<file path="config.mk">
export PLATFORM = sky130hd
export DESIGN_NAME = calc_input_sequencer
export DESIGN_NICKNAME = d
export VERILOG_FILES = /design/src/rtl/calc_input_sequencer.sv
export SDC_FILE = /design/constraint.sdc
export NUM_CORES = 1
export LEC_CHECK = 0
export BUFFER_PORTS_ARGS = -buffer_cell sky130_fd_sc_hd__buf_2
export CORE_UTILIZATION = 50
export CTS_CLUSTER_DIAMETER = 50
export DETAILED_ROUTE_END_ITERATION = 10
export PLACE_DENSITY = 0.73
export SYNTH_ARGS = -nofsm -noshare
export SYNTH_HDL_FRONTEND = slang
export SYNTH_SLANG_ARGS = --single-unit
export TNS_END_PERCENT = 30
</file>
<file path="constraint.sdc">
create_clock -name clk -period 11.94 [get_ports clk]
set_input_delay 0 -clock clk [delete_from_list [all_inputs] [get_ports clk]]
set_output_delay 0 -clock clk [all_outputs]
set_load 0.02 [all_outputs]
</file>
<file path="src/rtl/calc_input_sequencer.sv">
// Keypad-to-ALU sequencer: builds operand A, operator and operand B from key events, then runs one
// valid/ready request and latches the result. Define CALC_CHAIN_EN to chain from a result.
module calc_input_sequencer #(
  parameter int unsigned WIDTH      = 8,
  parameter int unsigned MAX_DIGITS = 3
) (
  input  logic             clk,
  input  logic             nrst,
  input  logic [3:0]       keycode,
  input  logic             keystrobe,
  output logic             op_valid,
  input  logic             op_ready,
  output logic [WIDTH-1:0] op_a,
  output logic [WIDTH-1:0] op_b,
  output logic             op_sub,
  input  logic             res_valid,
  input  logic [WIDTH-1:0] res_value,
  input  logic             res_ovf,
  output logic [WIDTH-1:0] disp_value,
  output logic             disp_ovf,
  output logic             err,
  output logic             busy
);

  localparam int unsigned CW = $clog2(MAX_DIGITS + 1);
  localparam int unsigned AW = WIDTH + 4;
  localparam logic [CW-1:0] MaxCnt = CW'(MAX_DIGITS);
  localparam logic [AW-1:0] MaxVal = {4'd0, {WIDTH{1'b1}}};

  typedef enum logic [2:0] {StA, StB, StReq, StWait, StRes} state_t;

  state_t           state_q, state_d;
  logic [WIDTH-1:0] a_q, a_d, b_q, b_d, disp_q, disp_d;
  logic [CW-1:0]    cnt_a_q, cnt_a_d, cnt_b_q, cnt_b_d;
  logic             sub_q, sub_d, dovf_q, dovf_d, err_q, err_d, strobe_q;

  logic             key_evt, is_digit, is_op, is_enter, digit_ok, handshake;
  logic [WIDTH-1:0] acc;
  logic [CW-1:0]    acc_cnt;
  logic [AW-1:0]    acc_next;

  assign key_evt  = keystrobe & ~strobe_q;
  assign is_digit = keycode <= 4'd9;
  assign is_op    = (keycode == 4'd10) || (keycode == 4'd11);
  assign is_enter = keycode == 4'd12;
  assign acc      = (state_q == StA) ? a_q : b_q;
  assign acc_cnt  = (state_q == StA) ? cnt_a_q : cnt_b_q;
  assign acc_next = {4'd0, acc} * AW'(10) + AW'(keycode);
  assign digit_ok = key_evt & is_digit & (acc_cnt < MaxCnt) & (acc_next <= MaxVal);
  // A key arriving on the same edge as a handshake completion is dropped entirely.
  assign handshake = ((state_q == StReq) & op_ready) | ((state_q == StWait) & res_valid);

  always_comb begin
    state_d = state_q;
    a_d     = a_q;
    b_d     = b_q;
    sub_d   = sub_q;
    cnt_a_d = cnt_a_q;
    cnt_b_d = cnt_b_q;
    disp_d  = disp_q;
    dovf_d  = dovf_q;
    err_d   = err_q;
    unique case (state_q)
      StA: begin
        if (digit_ok) begin
          a_d     = acc_next[WIDTH-1:0];
          cnt_a_d = cnt_a_q + CW'(1);
          err_d   = 1'b0;
        end else if (key_evt && is_op) begin
          sub_d   = keycode[0];
          b_d     = '0;
          cnt_b_d = '0;
          state_d = StB;
        end
      end
      StB: begin
        if (digit_ok) begin
          b_d     = acc_next[WIDTH-1:0];
          cnt_b_d = cnt_b_q + CW'(1);
          err_d   = 1'b0;
        end else if (key_evt && is_op) begin
          sub_d = keycode[0];
        end else if (key_evt && is_enter && (cnt_b_q != '0)) begin
          state_d = StReq;
        end
      end
      StReq: begin
        if (op_ready) state_d = StWait;
      end
      StWait: begin
        if (res_valid) begin
          disp_d  = res_value;
          dovf_d  = res_ovf;
          state_d = StRes;
        end
      end
      StRes: begin
        if (key_evt && is_digit) begin
          a_d     = WIDTH'(keycode);
          cnt_a_d = CW'(1);
          dovf_d  = 1'b0;
          err_d   = 1'b0;
          state_d = StA;
`ifdef CALC_CHAIN_EN
        end else if (key_evt && is_op) begin
          a_d     = disp_q;
          cnt_a_d = MaxCnt;
          sub_d   = keycode[0];
          b_d     = '0;
          cnt_b_d = '0;
          dovf_d  = 1'b0;
          state_d = StB;
`endif
        end
      end
      default: state_d = StA;
    endcase

    if (key_evt && (keycode == 4'd15) && !handshake) err_d = 1'b1;

    unique case (state_d)
      StA:                disp_d = a_d;
      StB, StReq, StWait: disp_d = b_d;
      default:            ;
    endcase
  end

  always_ff @(posedge clk or negedge nrst) begin
    if (!nrst) begin
      state_q  <= StA;
      a_q      <= '0;
      b_q      <= '0;
      sub_q    <= 1'b0;
      cnt_a_q  <= '0;
      cnt_b_q  <= '0;
      disp_q   <= '0;
      dovf_q   <= 1'b0;
      err_q    <= 1'b0;
      strobe_q <= 1'b0;
    end else begin
      state_q  <= state_d;
      a_q      <= a_d;
      b_q      <= b_d;
      sub_q    <= sub_d;
      cnt_a_q  <= cnt_a_d;
      cnt_b_q  <= cnt_b_d;
      disp_q   <= disp_d;
      dovf_q   <= dovf_d;
      err_q    <= err_d;
      strobe_q <= keystrobe;
    end
  end

  assign op_valid   = state_q == StReq;
  assign busy       = (state_q == StReq) || (state_q == StWait);
  assign op_a       = a_q;
  assign op_b       = b_q;
  assign op_sub     = sub_q;
  assign disp_value = disp_q;
  assign disp_ovf   = dovf_q;
  assign err        = err_q;

endmodule

</file>
==> impl_metrics.ini <==
[status]
status = completed

[placement]
dpl_cell_area_mm2 = 0.00291
dp_slack_ns = 7.19
io_buffers = 46
dp_hpwl_um = 5950
gp_congestion = 0.936

[power]
intPower_w = 0.000463
p_per_area_mw_per_mm2 = 335
ir_drop_mv = 0.346
p_comb_frac = 0.695
power_frac_seq = 0.222
switching_power_w = 0.000548
leakagePower_nw = 1.49
swShare = 0.542
power_frac_clock = 0.083
power_w = 0.00101

[clocking]
cts_buffer_depth = 2
path_clk_slew_ns = 0.07
clock_sinks = 35
clk_latency_ns = 0.30
cts_root_buf = clkbuf_8
cts_resized = 0
cts_tree = done
numCtsBuffers = 5
h-tree-depth = 2

[global_route]
grt.total_usage = 0.294
grt_pass1_wl_um = 12100
grt_overflow = 0
antenna_found_initial = 0
grt_pass1_vias = 2413
grt_max_degree = 36

[timing]
slew_violations = 0
fmax_mhz = 207
hold_viol_final = 0
fin_skew_ns = 0.00746
tightestPinTransition_ns = 0.819
fin_ws_ns = 7.11
rsz0062_at_grt = no
max_slew_margin = 0.452
period_share = 0.404
tns_ns = 0
min_period_ns = 4.83
finalSetupViolCount = 0

[die]
die_w_um = 74.8
die_y_um = 74.8
die-area_mm2 = 0.00559
io_pins = 47
num_rows = 26
initial_core_util = 0.518
coreArea_mm2 = 0.00511

[yosys]
syn_nets = 335
yosys.cell_types.count = 66
synth-seq-cells = 35
synthArstFlopShare = 1.00
synth-seq-area-share = 0.331
ys.flop_type = dfrtp_1
synth_area_mm2 = 0.00265
synth-edff-count = 0
yosys_warnings = 0
synthCells = 299
syn_area_per_cell_um2 = 8.85

[route]
wl_um = 7570
wire_per_inst_um = 18.2
drt_pre_antenna_iters = 6
postRouteAntennaNets = 0
drt-initial-drc-count = 310
drc = 0
num_vias = 2519
vias_per_cell = 6.06

[final_layout]
multi_input_comb_area_mm2 = 0.00166
drive_above_1_share = 0.225
stdcell_area_mm2 = 0.00302
final_net_count = 381
antenna_cells = 0
nFillCells = 485
post-route-util = 0.591
area.growth.synth_to_final_pct = 14.0
area.sequential_um2 = 876

[critical_path]
arrival_ns = 5.01
r2r_setup_slack_ns = 7.11
critPathRequiredTime_ns = 12.12
path_cells = or2_2 > nor2_1 > nand2_1 > nand2_1 > ha_1 > ha_1 > inv_1 > fa_1 > nand3b_1 > nor4_4 > mux2i_2 > a31oi_4 > nand2b_1 > a22o_1
crit_path_max_incr_delay_ns = 0.65
crit_family = simple AND/OR/NAND/NOR gates
cp_slowest_cell = nor2_1
start_kind = register
path_class = reg2reg
critPathMaxFanout = 13
cp_num_buf_inv = 1
endpoint_kind = register

[worst_hold_path]
worst_hold_path_type = in2reg

[flow_run]
cap_viol_max_count = 0
per-layer routing:
layer	wire, µm	track usage	share of wire
met5	0	0	0
met4	244	0.124	0.032
met3	531	0.0522	0.070
met2	3480	0.457	0.46
met1	3320	0.403	0.44
kinds of logic (layout without fill, tap and decap cells):
| kind of cell | count (synthesis) | count (layout) | synth area share |
|---|---|---|---|
| buffers and inverters | 24 | 71 | 0.0416 |
| adder cells (fa/ha/maj) | 18 | 18 | 0.0908 |
| AO/OA/AOI/OAI | 78 | 78 | 0.225 |
| multiplexers | 8 | 8 | 0.0364 |
| AND/OR/NAND/NOR | 129 | 129 | 0.252 |
| flip-flops | 35 | 35 | 0.331 |
| XOR/XNOR | 7 | 7 | 0.0232 |
worst min-delay path: cells and delay by family:
kind	cells	cell delay [ns]
AOI/OAI and AO/OA	2	0.17
buffers and inverters	1	0.09
cell usage after synthesis, types with 3 or more instances:
cell type / number / area, µm²
nor2_1: 23 / 86.3
o22ai_1: 3 / 18.8
or4_1: 3 / 22.5
nand3_1: 5 / 25.0
a31oi_1: 5 / 31.3
nand2b_1: 4 / 25.0
dfrtp_1: 35 / 876
mux2i_1: 3 / 30.0
xor2_1: 3 / 26.3
nand2_1: 55 / 206
or3_1: 3 / 18.8
o211ai_1: 4 / 30.0
a21oi_2: 3 / 26.3
a21oi_1: 16 / 80.1
clkbuf_1: 6 / 22.5
xnor2_1: 4 / 35.0
a211o_1: 3 / 26.3
or2_2: 5 / 31.3
a22o_1: 4 / 35.0
o2bb2ai_1: 3 / 26.3
ha_1: 16 / 200
o21ai_0: 9 / 45.0
a22oi_1: 6 / 45.0
inv_1: 14 / 52.6
a221oi_1: 4 / 35.0
nor3_1: 5 / 25.0
nor3_2: 3 / 30.0
path summary, 6_finish.rpt:
kind / start / endpoint / cells after the start
setup reg to reg: state_q[2] / op_b[3] / 14
max in group asynchronous: nrst / disp_value[1] / 2
setup / recovery: state_q[2] / op_b[3] / 14
min in group asynchronous: nrst / state_q[0] / 2
hold / removal: op_ready / state_q[0] / 3
hold reg to reg: disp_ovf / disp_ovf / 2
through the flow:
step | cells | hold slack, ns
after detailed placement | 405 | 0.121
after global placement | 405 | 0.108
after floorplan | 299 | -0.296
after global routing | 416 | 0.0333
final | 416 | 0.000682
after CTS | 416 | 0.00315
sequential cells by signal, summed over array words and instances (netlist names):
| signal | cells |
|---|---|
| disp_value | 8 |
| cnt_b_q | 2 |
| err | 1 |
| op_sub | 1 |
| op_a | 8 |
| op_b | 8 |
| strobe_q | 1 |
| state_q | 3 |
| disp_ovf | 1 |
| cnt_a_q | 2 |
placed cells by master, fill, tap and decap left out, types with 5 or more instances in the layout:
cell	netlist	layout
nand3_1	5	5
a22oi_1	6	6
clkbuf_8	0	5
dfrtp_1	35	35
inv_1	14	14
buf_2	1	46
or2_2	5	5
o21ai_0	9	9
a21oi_1	16	16
nor3_1	5	5
ha_1	16	16
nand2_1	55	55
nor2_1	23	23
a31oi_1	5	5
layout make-up:
type	instances	share of cell area
clock buffer	7	0.0253
clock inverter	1	0.00166
inverter	14	0.0174
multi-input combinational	240	0.550
sequential	35	0.290
tap	70	0.0290
timing repair buffer	49	0.0862
power by group through the flow:
stage	clock network [W]	registers (W)	logic [W]
after global placement	0	0.000224	0.000680
after CTS	0.0000834	0.000223	0.000692
final	0.0000839	0.000225	0.000703
after global routing	0.0000890	0.000230	0.000760
after floorplan	0	0.000249	0.000492
after detailed placement	0	0.000224	0.000689
what timing repair did:
item                                   in CTS  in global routing
setup buffers                               0                  0
endpoints found under the hold margin      37                  0
hold buffers                                3                  0
Note: power is estimated with default switching activity, not from simulation.
